## config.mk

```make
export PLATFORM = sky130hd
export DESIGN_NAME = mem_port_arbiter
export DESIGN_NICKNAME = d
export VERILOG_FILES = /design/src/rtl/mem_port_arbiter.sv
export SDC_FILE = /design/constraint.sdc
export NUM_CORES = 1
export LEC_CHECK = 0
export ABC_AREA = 1
export CORE_AREA = 2 2 106 108
export CTS_CLUSTER_SIZE = 40
export DETAILED_ROUTE_END_ITERATION = 7
export DIE_AREA = 0 0 108 110
export GPL_ROUTABILITY_DRIVEN = 0
export PLACE_DENSITY = 0.62
export SYNTH_ARGS = -nofsm -noshare
export SYNTH_HDL_FRONTEND = slang
export SYNTH_SLANG_ARGS = --single-unit
```

## constraint.sdc

```tcl
create_clock -name clk -period 1.8 [get_ports clk]
set_clock_uncertainty 0.05 [all_clocks]
set_input_delay 0.27 -clock clk [delete_from_list [all_inputs] [get_ports clk]]
set_output_delay 0.27 -clock clk [all_outputs]
set_load 0.1 [all_outputs]
```

## src/rtl/mem_port_arbiter.sv

```systemverilog
// Shares one single-ported data memory between instruction fetch and the MEM stage.
// MEM stage has fixed priority; a starvation counter forces a fetch grant after STARVE_LIMIT denials.
module mem_port_arbiter #(
  parameter int STARVE_LIMIT = 4,
  parameter int CNT_W        = 3
) (
  input  logic        clk,
  input  logic        rst,
  input  logic        inst_req,
  input  logic [31:0] inst_addr,
  output logic        inst_gnt,
  output logic        inst_stall,
  output logic        inst_rvalid,
  output logic [31:0] inst_rdata,
  input  logic        data_req,
  input  logic [31:0] data_addr,
  input  logic        data_we,
  input  logic        data_half,
  input  logic        data_byte,
  input  logic [31:0] data_wdata,
  output logic        data_gnt,
  output logic        data_stall,
  output logic        data_done,
  output logic [31:0] data_rdata,
  output logic [31:0] mem_addr,
  output logic        mem_read,
  output logic        mem_write,
  output logic        mem_half,
  output logic        mem_byte,
  output logic [31:0] mem_wdata,
  input  logic [31:0] mem_rdata
);

  typedef enum logic [1:0] {
    IDLE    = 2'd0,
    INST    = 2'd1,
    DATA_RD = 2'd2,
    DATA_WR = 2'd3
  } owner_t;

  localparam logic [CNT_W-1:0] LIMIT = CNT_W'(STARVE_LIMIT);

  owner_t           state;
  logic [CNT_W-1:0] starve_cnt;
  logic             fetch_win;
  logic             data_win;

  // Winner selection; reset suppresses every grant so no access reaches memory.
  always_comb begin
    fetch_win = 1'b0;
    data_win  = 1'b0;
    if (!rst) begin
      if (data_req && inst_req) begin
        if (starve_cnt >= LIMIT) fetch_win = 1'b1;
        else                     data_win  = 1'b1;
      end else if (data_req) begin
        data_win = 1'b1;
      end else if (inst_req) begin
        fetch_win = 1'b1;
      end
    end
  end

  assign inst_gnt   = fetch_win;
  assign data_gnt   = data_win;
  assign inst_stall = inst_req & ~fetch_win & ~rst;
  assign data_stall = data_req & ~data_win & ~rst;

  always_comb begin
    mem_addr  = 32'd0;
    mem_read  = 1'b0;
    mem_write = 1'b0;
    mem_half  = 1'b0;
    mem_byte  = 1'b0;
    mem_wdata = 32'd0;
    if (fetch_win) begin
      mem_addr = inst_addr;
      mem_read = 1'b1;
    end else if (data_win) begin
      mem_addr  = data_addr;
      mem_read  = ~data_we;
      mem_write = data_we;
      mem_half  = data_half;
      mem_byte  = data_byte;
      mem_wdata = data_wdata;
    end
  end

  always_ff @(posedge clk) begin
    if (rst) begin
      starve_cnt <= '0;
    end else if (!inst_req || fetch_win) begin
      starve_cnt <= '0;
    end else if (data_win && starve_cnt < LIMIT) begin
      starve_cnt <= starve_cnt + CNT_W'(1);
    end
  end

  // Owner of the access in flight; it decides where next cycle's read data goes.
  always_ff @(posedge clk) begin
    if (rst) begin
      state <= IDLE;
    end else if (fetch_win) begin
      state <= INST;
    end else if (data_win) begin
      state <= data_we ? DATA_WR : DATA_RD;
    end else begin
      state <= IDLE;
    end
  end

  always_comb begin
    inst_rvalid = 1'b0;
    inst_rdata  = 32'd0;
    data_done   = 1'b0;
    data_rdata  = 32'd0;
    if (!rst) begin
      case (state)
        INST: begin
          inst_rvalid = 1'b1;
          inst_rdata  = mem_rdata;
        end
        DATA_RD: begin
          data_done  = 1'b1;
          data_rdata = mem_rdata;
        end
        DATA_WR: data_done = 1'b1;
        default: ;
      endcase
    end
  end

endmodule
```

Yosys cells after proc, flatten, opt, wreduce, memory -nomap -nowiden
Cells that the tools add are included.
- register bits: 5
- output and inout bits: 138
- add/subtract/negate cells: 1
- order comparisons: 2
- equality and inequality tests: 3
- muxes and demuxes: 32
- bitwise gates (word level): 8
- reduce and logical (&&, ||, !) cells: 7
- operator list (kind ; number):
    two-way mux 32 bit ; 8
    two-way mux 1 bit ; 24
    bitwise AND 1 bit ; 4
    == test 2 bit, second input constant ; 2
    inverter 1 bit ; 4
    OR reduction 2 bit ; 2
    adder 3 x 1 -> 3 bit, second input constant ; 1
    >= comparator 3 bit, second input constant ; 1
    less-than comparator 3 bit, second input constant ; 1
    OR reduction 3 bit ; 1
    == test 2 x 1 -> 1 bit, second input constant ; 1
    logical AND 1 bit ; 2
    zero test 1 bit ; 1
    logical OR 1 bit ; 1

Longest topological paths before layout
Gate-level depths: netlist of run 1.
- depth after elaboration: 7
- mapped depth: 6

Worst setup path before layout of run 1
Ideal clock, no wire load.
- kind: reg-to-output
- start: register state[1]
- end: output data_rdata[10]
- arrival: 2.867 ns
- required time: 1.480 ns
- slack: -1.387 ns
- cell stages (with the launch flop): 6
- path through: dfxtp_1 > inv_1 > nor2_2 > nand2_2 > buf_6 > nor2_1
- longest elaborated chain between the ends: 3
- ends and longest elaborated chain (element ; line ; text):
    start, declared ; 43 ; owner_t state;
    start signal, assigned ; 106 ; state <= data_we ? DATA_WR : DATA_RD;
    == test 2 bit ; 118 ; case (state)
    two-way mux 32 bit ; 118 ;
    two-way mux 32 bit ; 117 ; if (!rst) begin
    end, declared ; 24 ; output logic [31:0] data_rdata,
No other way between the ends.

Worst setup path after layout of run 1
- start: register starve_cnt[2]
- end: output mem_addr[11]
- longest elaborated chain between the ends: 6
- elaborated cells between the ends (all ways): 9
- classes of those cells: 1 x order compare; 8 x mux
- ends and longest elaborated chain (element ; line ; text):
    start, declared ; 44 ; logic [CNT_W-1:0] starve_cnt;
    start signal, assigned ; 95 ; starve_cnt <= starve_cnt + CNT_W'(1);
    >= comparator 3 bit (*) ; 54 ; if (starve_cnt >= LIMIT) fetch_win = 1'b1;
    two-way mux 1 bit ; 54 ;
    two-way mux 1 bit ; 53 ; if (data_req && inst_req) begin
    two-way mux 1 bit ; 52 ; if (!rst) begin
    two-way mux 32 bit ; 79 ; end else if (data_win) begin
    two-way mux 32 bit (*) ; 76 ; if (fetch_win) begin
    end, declared ; 25 ; output logic [31:0] mem_addr,
Every way passes the cells marked *; elsewhere a longest branch is shown, timed or not.

==> results of run 1 <==
[cells by family after synthesis]
logic type	synth area share, %
and+or+nand+nor	61.3
DFF	6.28
adders and majority gates	0.785
buffers and inverters	31.6
[registers in the layout (all words and copies together) (netlist names)]
register	count
starve_cnt	3
state	2
[metrics by stage]
stage / cells / total power [mW] / area (sq um) / hold WS, ns
6_report: 748 / 2.45 / 6680 / 0.390
5_1_grt: 747 / 2.53 / 6680 / 0.398
3_3_place_gp: 740 / 2.21 / 6550 / 0.354
4_1_cts: 747 / 2.46 / 6650 / 0.379
2_1_floorplan: 325 / 1.30 / 2140 / 0.349
3_5_place_dp: 740 / 2.23 / 6550 / 0.374
[layer usage]
layer  share of wire [%]  up-vias
met3                  13       12
met2                  55      183
met4                 1.3        0
met1                  31     1384
met5                   0        -
li1                    -     1542
[worst min path at each step]
stage	end	cells after the start	slack (ns)
global placement	starve_cnt[0]	1	0.35
finish	starve_cnt[0]	1	0.39
global route	starve_cnt[0]	1	0.40
detailed placement	starve_cnt[0]	1	0.37
floorplan	starve_cnt[0]	1	0.35
CTS	starve_cnt[0]	1	0.38
[synth_stat cells]
cell,n,area share (%)
buf_1,2,0.47
inv_1,79,19
nand3_1,34,11
dfxtp_1,5,6.3
nand2_2,2,0.78
nor3_1,1,0.31
nor2_2,5,2.0
nand2_4,1,0.71
buf_6,11,7.8
buf_2,10,3.1
nor2_1,98,23
nor2_4,2,1.4
buf_8,1,0.94
clkbuf_1,1,0.24
inv_2,2,0.47
nand2_1,37,8.7
nand3_4,1,1.1
ha_1,1,0.78
nand4_1,32,13
[critical path, delay by kind of cell (launching register included)]
| family | cells | cell delay [ns] |
|---|---|---|
| buffers and inverters | 3 | 0.43 |
| flip-flops | 1 | 0.36 |
| AND/OR/NAND/NOR | 3 | 0.39 |
[timing repair]
action,in CTS,in global routing
gates cloned,1,0
setup endpoints to repair,137,39
resized for setup,10,15
pin swaps,1,1
setup buffers,2,0
[report_power, final]
part / switching, mW / internal (mW) / total, mW
sequential: 0.00272 / 0.116 / 0.119
combinational: 1.28 / 0.839 / 2.12
clock: 0.0547 / 0.152 / 0.207
[layout make-up]
type	count	area [sq um]
multi-input combinational	214	1570
timing repair buffer	303	4480
clock buffer	4	45.0
antenna	1	2.50
fill	866	4020
sequential	5	101
inverter	81	304
tap	140	175
==> results.md, run 1 <==
* Status: completed
* Crit path kind: reg2out
* Fin worst setup slack at 0.0732 ns
* Hold Path Origin: starve_cnt[0]
* TritonCTS Buffers at 3
* Hold-fix buffers at CTS at 0
* Die extent in x at 108 um
* Worst-Margin Slew at 0.259 ns
* Hold/Removal Path Class: reg2reg
* Clock sink total at 5
* Final setup viols at 0
* Crit start category: flop
* CP endpoint: mem_addr[11]
* Synth-to-layout area growth at 319%
* Worst-path fanout max at 22
* Core box area at 10700 sq um
* #FFs+latches synth at 5
* Static leakage at 2.92 nW
* H-tree Lvls at 1
* Met2 Use GR at 32.6%
* Setup TNS at 0 ns
* I/O pins at 273
* Top cell by count, worst path: buf_12
* CTS tree: done
* Total number of vias at 3121
* Most Crowded Layer GR: met2
* Clk Latency, worst-skew pair at 0.22 ns
* Full die area at 11900 sq um
* RSZ-0062 raised after global routing: false
* Input/output buffers at 272
* Initial Utilization at 14.9%
* Max-slew headroom at 82.7%
* Max cap viols at 0
* Slowest cell on crit path: dfxtp_1
* Mean Syn Cell Area at 4.90 sq um
* Worst reg2reg startpoint: starve_cnt[2]
* # rows at 38
* Crit share post-route at 95.9%
* Die height at 110 um
* First-pass GRT wire length at 15.7 mm
* R2r worst-path depth at 5
* M3 GR Usage at 7.23%
* Crit-path cells: inv_1, nand2_1, buf_12, nand3_1, nand2_2, buf_12
* R2r setup slk at 0.68 ns
* Number of remaining DRC errors at 0
* Cell Pwr Density at 366 nW/um^2
* Clock-pin slew on the worst setup and hold paths at 0.04 ns
* Clock buffer depth at 2
* Reg2reg end: state[0]
* Place WS at -0.282 ns
* Register area share after synthesis at 6.28%
* Initial antenna violation count at 1
* Final net count at 744
* Hpwl dp at 9.53 mm
* Layout cells sized above 1 at 47.8%
* DRT iter0 DRCs at 147
* VDD IR max at 0.231 mV
* Area of the mapped netlist at 1590 sq um
* Arrival @ worst endpoint at 1.41 ns
* GR Overflow Total at 0
* Fin util at 62.4%
* Routing usage on met1 at 16.5%
* Fin crit period at 1.73 ns
* Largest net degree at the start of global routing at 25
* Syn_nets at 461
* FMAX at 579 MHz
* Vias in the first global route at 3139
* Worst Setup SP: starve_cnt[2]
* Final Hold Vio Count at 0
* Root Buffer Master: clkbuf_8
* Post-Route WL at 10.8 mm
* Yosys cell types at 19
* Max Slew Vio Count at 0
* Largest stage delay on the critical path at 0.36 ns
* Yosys Warn Count at 0
* Crit path capture type: output pin
* CP required at 1.48 ns
* 1st-pass router iterations at 4
* Avg WL per Cell at 14.5 um
* Gr usage total at 16.7%
* Syn Inst Count at 325
* Final ANT Viol Nets at 0
* Most common library cell in the layout ignoring fill and taps: buf_12
* Most frequent cells in the layout: 148 x buf_12, 131 x clkdlybuf4s50_1, 78 x inv_1
* Vias per Instance at 4.17
No activity file was read; power rests on OpenSTA's default activity.
==> inputs of run 2 (changes only) <==
--- a/config.mk
+++ b/config.mk
@@ -5,13 +5,12 @@
 export SDC_FILE = /design/constraint.sdc
 export NUM_CORES = 1
 export LEC_CHECK = 0
-export ABC_AREA = 1
 export CORE_AREA = 2 2 106 108
 export CTS_CLUSTER_SIZE = 40
 export DETAILED_ROUTE_END_ITERATION = 7
 export DIE_AREA = 0 0 108 110
 export GPL_ROUTABILITY_DRIVEN = 0
-export PLACE_DENSITY = 0.62
+export PLACE_DENSITY = 0.6
 export SYNTH_ARGS = -nofsm -noshare
 export SYNTH_HDL_FRONTEND = slang
 export SYNTH_SLANG_ARGS = --single-unit
==> run 2 against run 1 <==
Effect of this change:
- the run now ends with setup timing left
- cell area fell by 1.8%
- register-to-register slack worse by 0.03 ns
- hold slack got worse by 0.044 ns
- sequential power about the same
- synthesized cell count shrank 34%
- area after synthesis shrank 11%
- non-clock buffer count down 8
- critical path depth shrank 1
==> results.md, run 2 <==
* Status: finished with violations (was completed)
* Failing checks: setup timing
* Gr usage total at 17.9% (was 16.7%)
* Reg with most FFs: starve_cnt (unchanged)
* Yosys Warn Count at 0 (unchanged)
* DRT iter0 DRCs at 64 (was 147)
* Largest stage delay on the critical path at 0.37 ns (was 0.36 ns)
* Core box area at 10700 sq um (unchanged)
* Crit path kind: reg2out (unchanged)
* Top cells by count, synth: 97 x and2_1, 34 x nor2_1, 32 x a32oi_1 (was 98 x nor2_1, 79 x inv_1, 37 x nand2_1)
* I/O pins at 273 (unchanged)
* Layout cells sized above 1 at 66.3% (was 47.8%)
* First-pass GRT wire length at 16.3 mm (was 15.7 mm)
* Final setup viols at 3 (was 0)
* Synth top area cells: and2_1 43%, a32oi_1 20%, nor2_1 8.9%, dfxtp_1 7.0%, buf_6 2.4% (was nor2_1 23%, inv_1 19%, nand4_1 13%, nand3_1 11%, nand2_1 8.7%)
* Mean Syn Cell Area at 6.63 sq um (was 4.90 sq um)
* Initial Utilization at 13.3% (was 14.9%)
* Crit path capture type: output pin (unchanged)
* NetSw at 1.26 mW (was 1.34 mW)
* Register area share after synthesis at 7.02% (was 6.28%)
* Slowest cell on crit path: dfxtp_4 (was dfxtp_1)
* Post-Route WL at 11.2 mm (was 10.8 mm)
* Setup TNS at -0.0327 ns (was 0 ns)
* Final Hold Vio Count at 0 (unchanged)
* Clk Latency, worst-skew pair at 0.22 ns (about the same)
* TritonCTS Buffers at 3 (unchanged)
* Largest net degree at the start of global routing at 33 (was 25)
* Post-DP Area at 6150 sq um (was 6550 sq um)
* Avg WL per Cell at 17.8 um (was 14.5 um)
* Yosys cell types at 21 (was 19)
* Vias in the first global route at 2790 (was 3139)
* Worst-path fanout max at 17 (was 22)
* 1st-pass router iterations at 4 (unchanged)
* Hold-fix buffers at CTS at 0 (unchanged)
* Fin crit period at 1.82 ns (was 1.73 ns)
* Syn_nets at 351 (was 461)
* Most common library cell in the layout ignoring fill and taps: buf_12 (unchanged)
* Clock-pin slew on the worst setup and hold paths at 0.04 ns (about the same)
* Regs by FF count: starve_cnt (3), state (2) (unchanged)
* Most frequent cells in the layout: 145 x buf_12, 131 x clkdlybuf4s50_1, 54 x and2_4 (was 148 x buf_12, 131 x clkdlybuf4s50_1, 78 x inv_1)
* Clock sink total at 5 (unchanged)
* Flop pwr share at 5.0% (was 4.8%)
* Fin worst setup slack at -0.0177 ns (was 0.0732 ns)
* Crit-path cells: nand2b_4, buf_12, a32oi_1, nor2_4, buf_12 (was inv_1, nand2_1, buf_12, nand3_1, nand2_2, buf_12)
* Input/output buffers at 272 (unchanged)
* Cell Pwr Density at 368 nW/um^2 (was 366 nW/um^2)
* Design area at 6560 sq um (was 6680 sq um)
* CP required at 1.48 ns (about the same)
* Root Buffer Master: clkbuf_8 (unchanged)
* Hold/Removal Path Class: in2reg (was reg2reg)
* Area of the mapped netlist at 1430 sq um (was 1590 sq um)
* Hold Path Cell Cnt at 3 (was 1)
* Sw frac at 52.1% (was 54.8%)
* R2r worst-path depth at 4 (was 5)
* Ys flop type: dfxtp_1 (unchanged)
* Max Slew Vio Count at 0 (unchanged)
* RSZ-0062 raised after global routing: true (was false)
* Yosys top cell area share at 42.5% (was 23.1%)
* Synth-to-layout area growth at 360% (was 319%)
* Crit share post-route at 101% (was 95.9%)
* Tot Pwr at 2.42 mW (was 2.45 mW)
* Top cell by count, worst path: buf_12 (unchanged)
* Async SR Flop Fraction at 0% (unchanged)
* Die extent in x at 108 um (unchanged)
* Diodes inserted at 0 (was 1)
* Final net count at 627 (was 744)
* Non-filler instance count after layout at 630 (was 748)
* Static leakage at 2.57 nW (was 2.92 nW)
* Cell-internal power at 1.16 mW (was 1.11 mW)
* Total number of vias at 2713 (was 3121)
* Vias per Instance at 4.31 (was 4.17)
* Number of remaining DRC errors at 0 (unchanged)
* Clock power share at 8.6% (was 8.5%)
* Top-count cell post-synth: and2_1 (was nor2_1)
* Area leader, netlist: and2_1 (was nor2_1)
* Fin util at 61.3% (was 62.4%)
* Placed insts at 618 (was 740)
* FMAX at 550 MHz (was 579 MHz)
* Max cap viols at 0 (unchanged)
* GR Overflow Total at 0 (unchanged)
* Initial antenna violation count at 0 (was 1)
* Worst-Margin Slew at 0.439 ns (was 0.259 ns)
* Final ANT Viol Nets at 0 (unchanged)
* Combinational cell fraction of total power at 86.4% (was 86.7%)
* Syn Inst Count at 215 (was 325)
* Full die area at 11900 sq um (unchanged)
* Max-slew headroom at 70.7% (was 82.7%)
* CTS tree: done (unchanged)
* #FFs+latches synth at 5 (unchanged)
* Die height at 110 um (unchanged)
* R2r setup slk at 0.65 ns (was 0.68 ns)
* Arrival @ worst endpoint at 1.50 ns (was 1.41 ns)
* Post-synth EDFFs at 0 (unchanged)
* Crit start category: flop (unchanged)
* H-tree Lvls at 1 (unchanged)
* Clock buffer depth at 2 (unchanged)
* # rows at 38 (unchanged)
* Hpwl dp at 9.10 mm (was 9.53 mm)
* VDD IR max at 0.288 mV (was 0.231 mV)
* Max reg flops at 3 (unchanged)
[run 2: area by class of cell]
type | instances | area, sq um
fill | 849 | 4140
multi-input combinational | 186 | 1760
timing repair buffer | 295 | 4470
sequential | 5 | 109
tap | 140 | 175
clock buffer | 4 | 45.0
[run 2: timing repair]
action,CTS,global route
resized for setup,30,13
setup endpoints to repair,103,123
cloned,4,1
setup buffers,2,1
pin swaps,3,7
[run 2: cell families (layout without fill, tap and decap cells)]
group           count (synthesis)  in the layout  synth area share [%]
flops                           5              5                  7.02
simple gates                  148            148                  59.6
fa+ha+maj                       1              1                 0.877
buf+inv                        24            299                  9.91
compound gates                 37             37                  22.6
[run 2: critical path: cells and delay by family, from the launching register on]
family | cells | cell delay (ns)
AO/OA/AOI/OAI | 1 | 0.30
buffers and inverters | 2 | 0.35
flip-flops | 1 | 0.37
AND/OR/NAND/NOR | 2 | 0.25
[run 2: metal layers]
metal / up-vias / share of wire, % / global-route usage [%]
met2: 135 / 57 / 35.5
li1: 1298 / - / -
met4: 0 / 0.61 / 3.11
met5: - / 0 / 0
met1: 1276 / 36 / 19.8
met3: 4 / 7.0 / 3.35
[run 2: final timing paths]
path,to,start
setup / recovery,mem_addr[7],starve_cnt[2]
hold / removal,state[1],data_req
setup reg to reg,starve_cnt[0],starve_cnt[2]
hold reg to reg,starve_cnt[0],starve_cnt[0]
[run 2: power groups by stage]
stage               registers (mW)  logic, mW  clock network [mW]
floorplan                    0.120       1.11                   0
global placement             0.123       1.98                   0
detailed placement           0.123       2.00                   0
CTS                          0.120       2.07               0.216
global route                 0.120       2.15               0.222
finish                       0.120       2.09               0.208
[run 2: through the flow]
stage          setup WS, ns  hold slack, ns
2_1_floorplan        -0.208           0.357
3_3_place_gp         -0.191           0.379
3_5_place_dp         -0.279           0.374
4_1_cts             -0.0474           0.379
5_1_grt             -0.0699           0.347
6_report            -0.0177           0.346
==> variant 1, RTL diff (flow settings as in run 2) <==
Encoding of `owner_t`: now one-hot (4 bits for 4 values).
--- a/src/rtl/mem_port_arbiter.sv
+++ b/src/rtl/mem_port_arbiter.sv
@@ -33,7 +33,7 @@
 
-  typedef enum logic [1:0] {
-    IDLE    = 2'd0,
-    INST    = 2'd1,
-    DATA_RD = 2'd2,
-    DATA_WR = 2'd3
+  typedef enum logic [3:0] {
+    IDLE    = 4'b0001,
+    INST    = 4'b0010,
+    DATA_RD = 4'b0100,
+    DATA_WR = 4'b1000
   } owner_t;
Formal check against the unedited RTL: same outputs for any inputs over 10 cycles, from zero or initial values and one cycle with rst high; not proved beyond that.
==> variant 1 against run 2 <==
The run still ends with setup timing left; routed wire length is 18% higher; total power down 2.6%; design area rose by 14%; hold slack improved by 0.037 ns; sequential cell count grew 2; global-route usage increased by 0.47 points; sequential power grew 37%; critical path type unchanged; synthesized area increased by 3.8%; maximum frequency shrank 9.0%; worst setup slack got worse by 0.18 ns; combinational power is 6% lower; count of clock-buffer cells in the layout stayed put; highest routed layer unchanged.
==> variant 1: results (changes against run 2) <==
| Metric | Reported | Unit | Change |
|:---|:---|:---|:---|
| Result of the run | finished with violations | - |  |
| Violations in the final reports | setup timing | - |  |
| Max VDD drop | 246 | uV | -15% |
| Most instantiated cells after synthesis | 98 x sky130_fd_sc_hd__and2_1, 36 x sky130_fd_sc_hd__nor2_1, 32 x sky130_fd_sc_hd__a32oi_1 | - |  |
| FF-to-FF setup slack | 0.59 | ns | -0.06 ns |
| Met3 track demand over resource in global routing | 0.0500 | - | +0.0165 |
| Ranking of synthesized cells by area | sky130_fd_sc_hd__and2_1 41%, sky130_fd_sc_hd__a32oi_1 19%, sky130_fd_sc_hd__dfxtp_1 9.5%, sky130_fd_sc_hd__nor2_1 9.1%, sky130_fd_sc_hd__buf_2 3.7% | - |  |
| Worst-path cell with the longest stage delay | sky130_fd_sc_hd__dfxtp_2 | - |  |
| Launch instance of the worst min-delay path | starve_cnt[0]$_SDFFE_PP0P_ | - |  |
| Number of placed instances with taps included | 631 | - | +2.1% |
| Combinational cell fraction of total power | 0.838 | - | -0.026 |
| Average detailed-routed wire length per instance | 19.8 | um | +11% |
| Number of vias in the routed layout | 2970 | - | +9.5% |
| Sequential share of power | 0.070 | - | +0.020 |
| Worst setup path endpoint | inst_rdata[18] | - |  |
| Hold path cells | 1 | - | -2 |
| Post-CTS Setup Repair Bufs | 14 | - | +12 |
| Syn nets | 358 | - | +2.0% |
| Net count reported at finish | 663 | - | +5.7% |
| Power dissipated in sequential cells | 165 | uW | +37% |
| Biggest registers after layout | state x4, starve_cnt x3 | - |  |
| Largest stage delay on the critical path | 0.31 | ns | -0.06 ns |
| Leakage component of the power | 2.84 | nW | +10% |
| Total Neg Setup Slack | -11.59 | ns | -11.56 ns |
| Top cell family by delay on the critical path | simple AND/OR/NAND/NOR gates | - |  |
| Number of global-route vias before repair | 3088 | - | +11% |
| Detailed Route WL | 13200 | um | +18% |
| Worst-case headroom to the max-slew limit | 0.763 | - | +0.0561 |
| Hold Path Class | reg2reg | - |  |
| Global-route wire length before repair | 17200 | um | +5.0% |
| Critical path fanouts, max | 16 | - | -1 |
| Gates resized, CTS repair | 86 | - | +190% |
| Yosys top cell area share | 0.414 | - | -0.0112 |
| Final setup viols | 87 | - | +84 |
| Placed instance area | 6300 | um2 | +2.4% |
| Worst Hold Path EP | starve_cnt[0]$_SDFFE_PP0P_ | - |  |
| Met3 WL | 1190 | um | +52% |
| XOR/XNOR share of the synthesized area | 0.00592 | - | +0.00592 |
| Worst setup path start | state[0]$_SDFF_PP1_ | - |  |
| Final WS setup | -0.197 | ns | -0.179 ns |
| Synthesized area per cell | 6.67 | um2 | +0.50% |
| Met2 capacity usage during global routing | 0.370 | - | +0.0148 |
| Grt met1 use | 0.186 | - | -0.0117 |
| Layout cell share with drive strength beyond 1 | 0.713 | - | +0.0497 |
| Proportion of synthesized chip area in sequential cells | 0.0947 | - | +0.0245 |
| Number of antenna violations at the first check in global routing | 1 | - | +1 |
| Worst slack on hold paths | 0.383 | ns | +0.0369 ns |
[variant 1: cell types whose count changed in the layout (fill, tap and decap cells not counted), moves of 5 or more]
cell                               run 2  this run
sky130_fd_sc_hd__and2_4               54        84
sky130_fd_sc_hd__and2_2               40        13
sky130_fd_sc_hd__a32oi_4               2        23
sky130_fd_sc_hd__a32oi_1              16         0
sky130_fd_sc_hd__nor2_4               18        31
sky130_fd_sc_hd__buf_6                 2        14
sky130_fd_sc_hd__nor2_2               16         4
sky130_fd_sc_hd__buf_4                10        19
sky130_fd_sc_hd__clkbuf_16             1         7
sky130_fd_sc_hd__a32oi_2              14         9
[variant 1: cell type report]
| type | count | area (um2) |
|---|---|---|
| sequential | 7 | 149 |
| fill | 714 | 3200 |
| clock buffer | 4 | 45.0 |
| tap | 140 | 175 |
| timing repair buffer | 325 | 4860 |
| antenna | 1 | 2.50 |
| multi-input combinational | 190 | 2270 |
==> variant 2, RTL diff (flow settings as in run 2) <==
Without the edit above. `CNT_W`: 3 -> 4.
--- a/src/rtl/mem_port_arbiter.sv
+++ b/src/rtl/mem_port_arbiter.sv
@@ -4,3 +4,3 @@
   parameter int STARVE_LIMIT = 4,
-  parameter int CNT_W        = 3
+  parameter int CNT_W        = 4
 ) (
Formal check against the unedited RTL: no difference found for any inputs over 10 cycles, from zero or initial values and one cycle with rst high; that may be too few to reach the edited logic, so the function may still have changed.
==> variant 2 against run 2 <==
The run still ends with setup timing left; cell count is 3.8% lower; total power grew 4.9%; worst setup slack worse by 0.092 ns; design area is 0.71% lower; combinational power grew 5%; routed wire length decreased by 2.0%; synthesized area down 11%; sequential share of layout area grew 0.28 points; die area is the same; sequential cell count increased by 1; critical path type unchanged; largest cell class unchanged.
==> variant 2: results (changes against run 2) <==
| Metric | Reported | Unit | Change |
|:---|:---|:---|:---|
| Result of the run | finished with violations | - |  |
| Violations in the final reports | setup timing | - |  |
| Count of routing violations after the opening detailed-route iteration | 31 | - | -52% |
| Proportion of synthesized chip area in sequential cells | 0.0950 | - | +0.0248 |
| Syn nets | 310 | - | -12% |
| Number of distinct library cells after synthesis | 20 | - | -4.8% |
| Global-route usage over all layers | 0.165 | - | -0.0132 |
| Number of antenna violations at the first check in global routing | 1 | - | +1 |
| Post-placement worst setup slack | -0.343 | ns | -0.0642 ns |
| Leakage component of the power | 2.80 | nW | +8.8% |
| Met1 wire length | 3240 | um | -19% |
| Final WS setup | -0.110 | ns | -0.0925 ns |
| Average detailed-routed wire length per instance | 18.1 | um | +1.8% |
| Final setup viols | 69 | - | +66 |
| Net count reported at finish | 603 | - | -3.8% |
| Max VDD drop | 306 | uV | +6.1% |
| Global-route wire length before repair | 15100 | um | -7.5% |
| Detailed placer's ending HPWL | 8530 | um | -6.2% |
| Largest stage delay on the critical path | 0.35 | ns | -0.02 ns |
| Worst-path cell with the longest stage delay | sky130_fd_sc_hd__dfxtp_2 | - |  |
| Vias per inst | 4.15 | - | -3.6% |
| Layout cell share with drive strength beyond 1 | 0.684 | - | +0.0206 |
| WL met2 | 6370 | um | about the same |
| Met3 WL | 1100 | um | +40% |
| Switching part of the total power | 0.506 | - | -0.0143 |
## variant 2: worst paths after layout
kind                                            startpoint  slack, ns                          to  cells past startpoint
worst min-delay path                              data_req       0.33         state[1]$_SDFF_PP0_                      2
worst min register to register  starve_cnt[0]$_SDFFE_PP0P_       0.38  starve_cnt[0]$_SDFFE_PP0P_                      1
worst max-delay path            starve_cnt[3]$_SDFFE_PP0P_      -0.11                 mem_addr[7]                      6
worst max register to register  starve_cnt[3]$_SDFFE_PP0P_       0.40         state[0]$_SDFF_PP0_                      6
## variant 2: through the flow
step | setup TNS (ns) | instances
finish | -5.51 | 606
global route | -8.41 | 606
CTS | -6.05 | 597
detailed placement | -32.28 | 580
global placement | -28.89 | 580
floorplan | -4.66 | 174
## variant 2: what timing repair did
item	4_1_cts	5_1_grt
endpoints found under the setup margin	135	69
hold buffers	0	0
gates cloned	5	7
setup buffers	9	4
pin swaps	17	20
resized for setup	60	27
## variant 2: final cells by class
type / count / area, um2
Multi-Input combinational cell: 150 / 1560
Timing Repair Buffer: 305 / 4610
Antenna cell: 1 / 2.50
Fill cell: 822 / 4180
Inverter: 1 / 3.75
Sequential cell: 6 / 126
Tap cell: 140 / 175
Clock buffer: 3 / 41.3
## variant 2: power groups by stage
stage / clock, mW / sequential (mW) / combinational [mW]
2_1_floorplan: 0 / 0.143 / 1.09
3_3_place_gp: 0 / 0.143 / 1.99
3_5_place_dp: 0 / 0.143 / 2.00
4_1_cts: 0.210 / 0.142 / 2.15
5_1_grt: 0.220 / 0.141 / 2.24
6_report: 0.205 / 0.141 / 2.19
## variant 2: cell families after synthesis
group | after synthesis | synth area share
flops | 6 | 0.0950
buf+inv | 18 | 0.0801
simple gates | 112 | 0.560
other cells | 1 | 0.00296
compound gates | 36 | 0.252
fa+ha+maj | 1 | 0.00989
## variant 2: per-layer routing
layer | global-route usage | vias to the layer above
met4 | 0.0375 | 0
li1 | - | 1166
met3 | 0.0459 | 15
met2 | 0.360 | 176
met1 | 0.147 | 1158
met5 | 0 | -
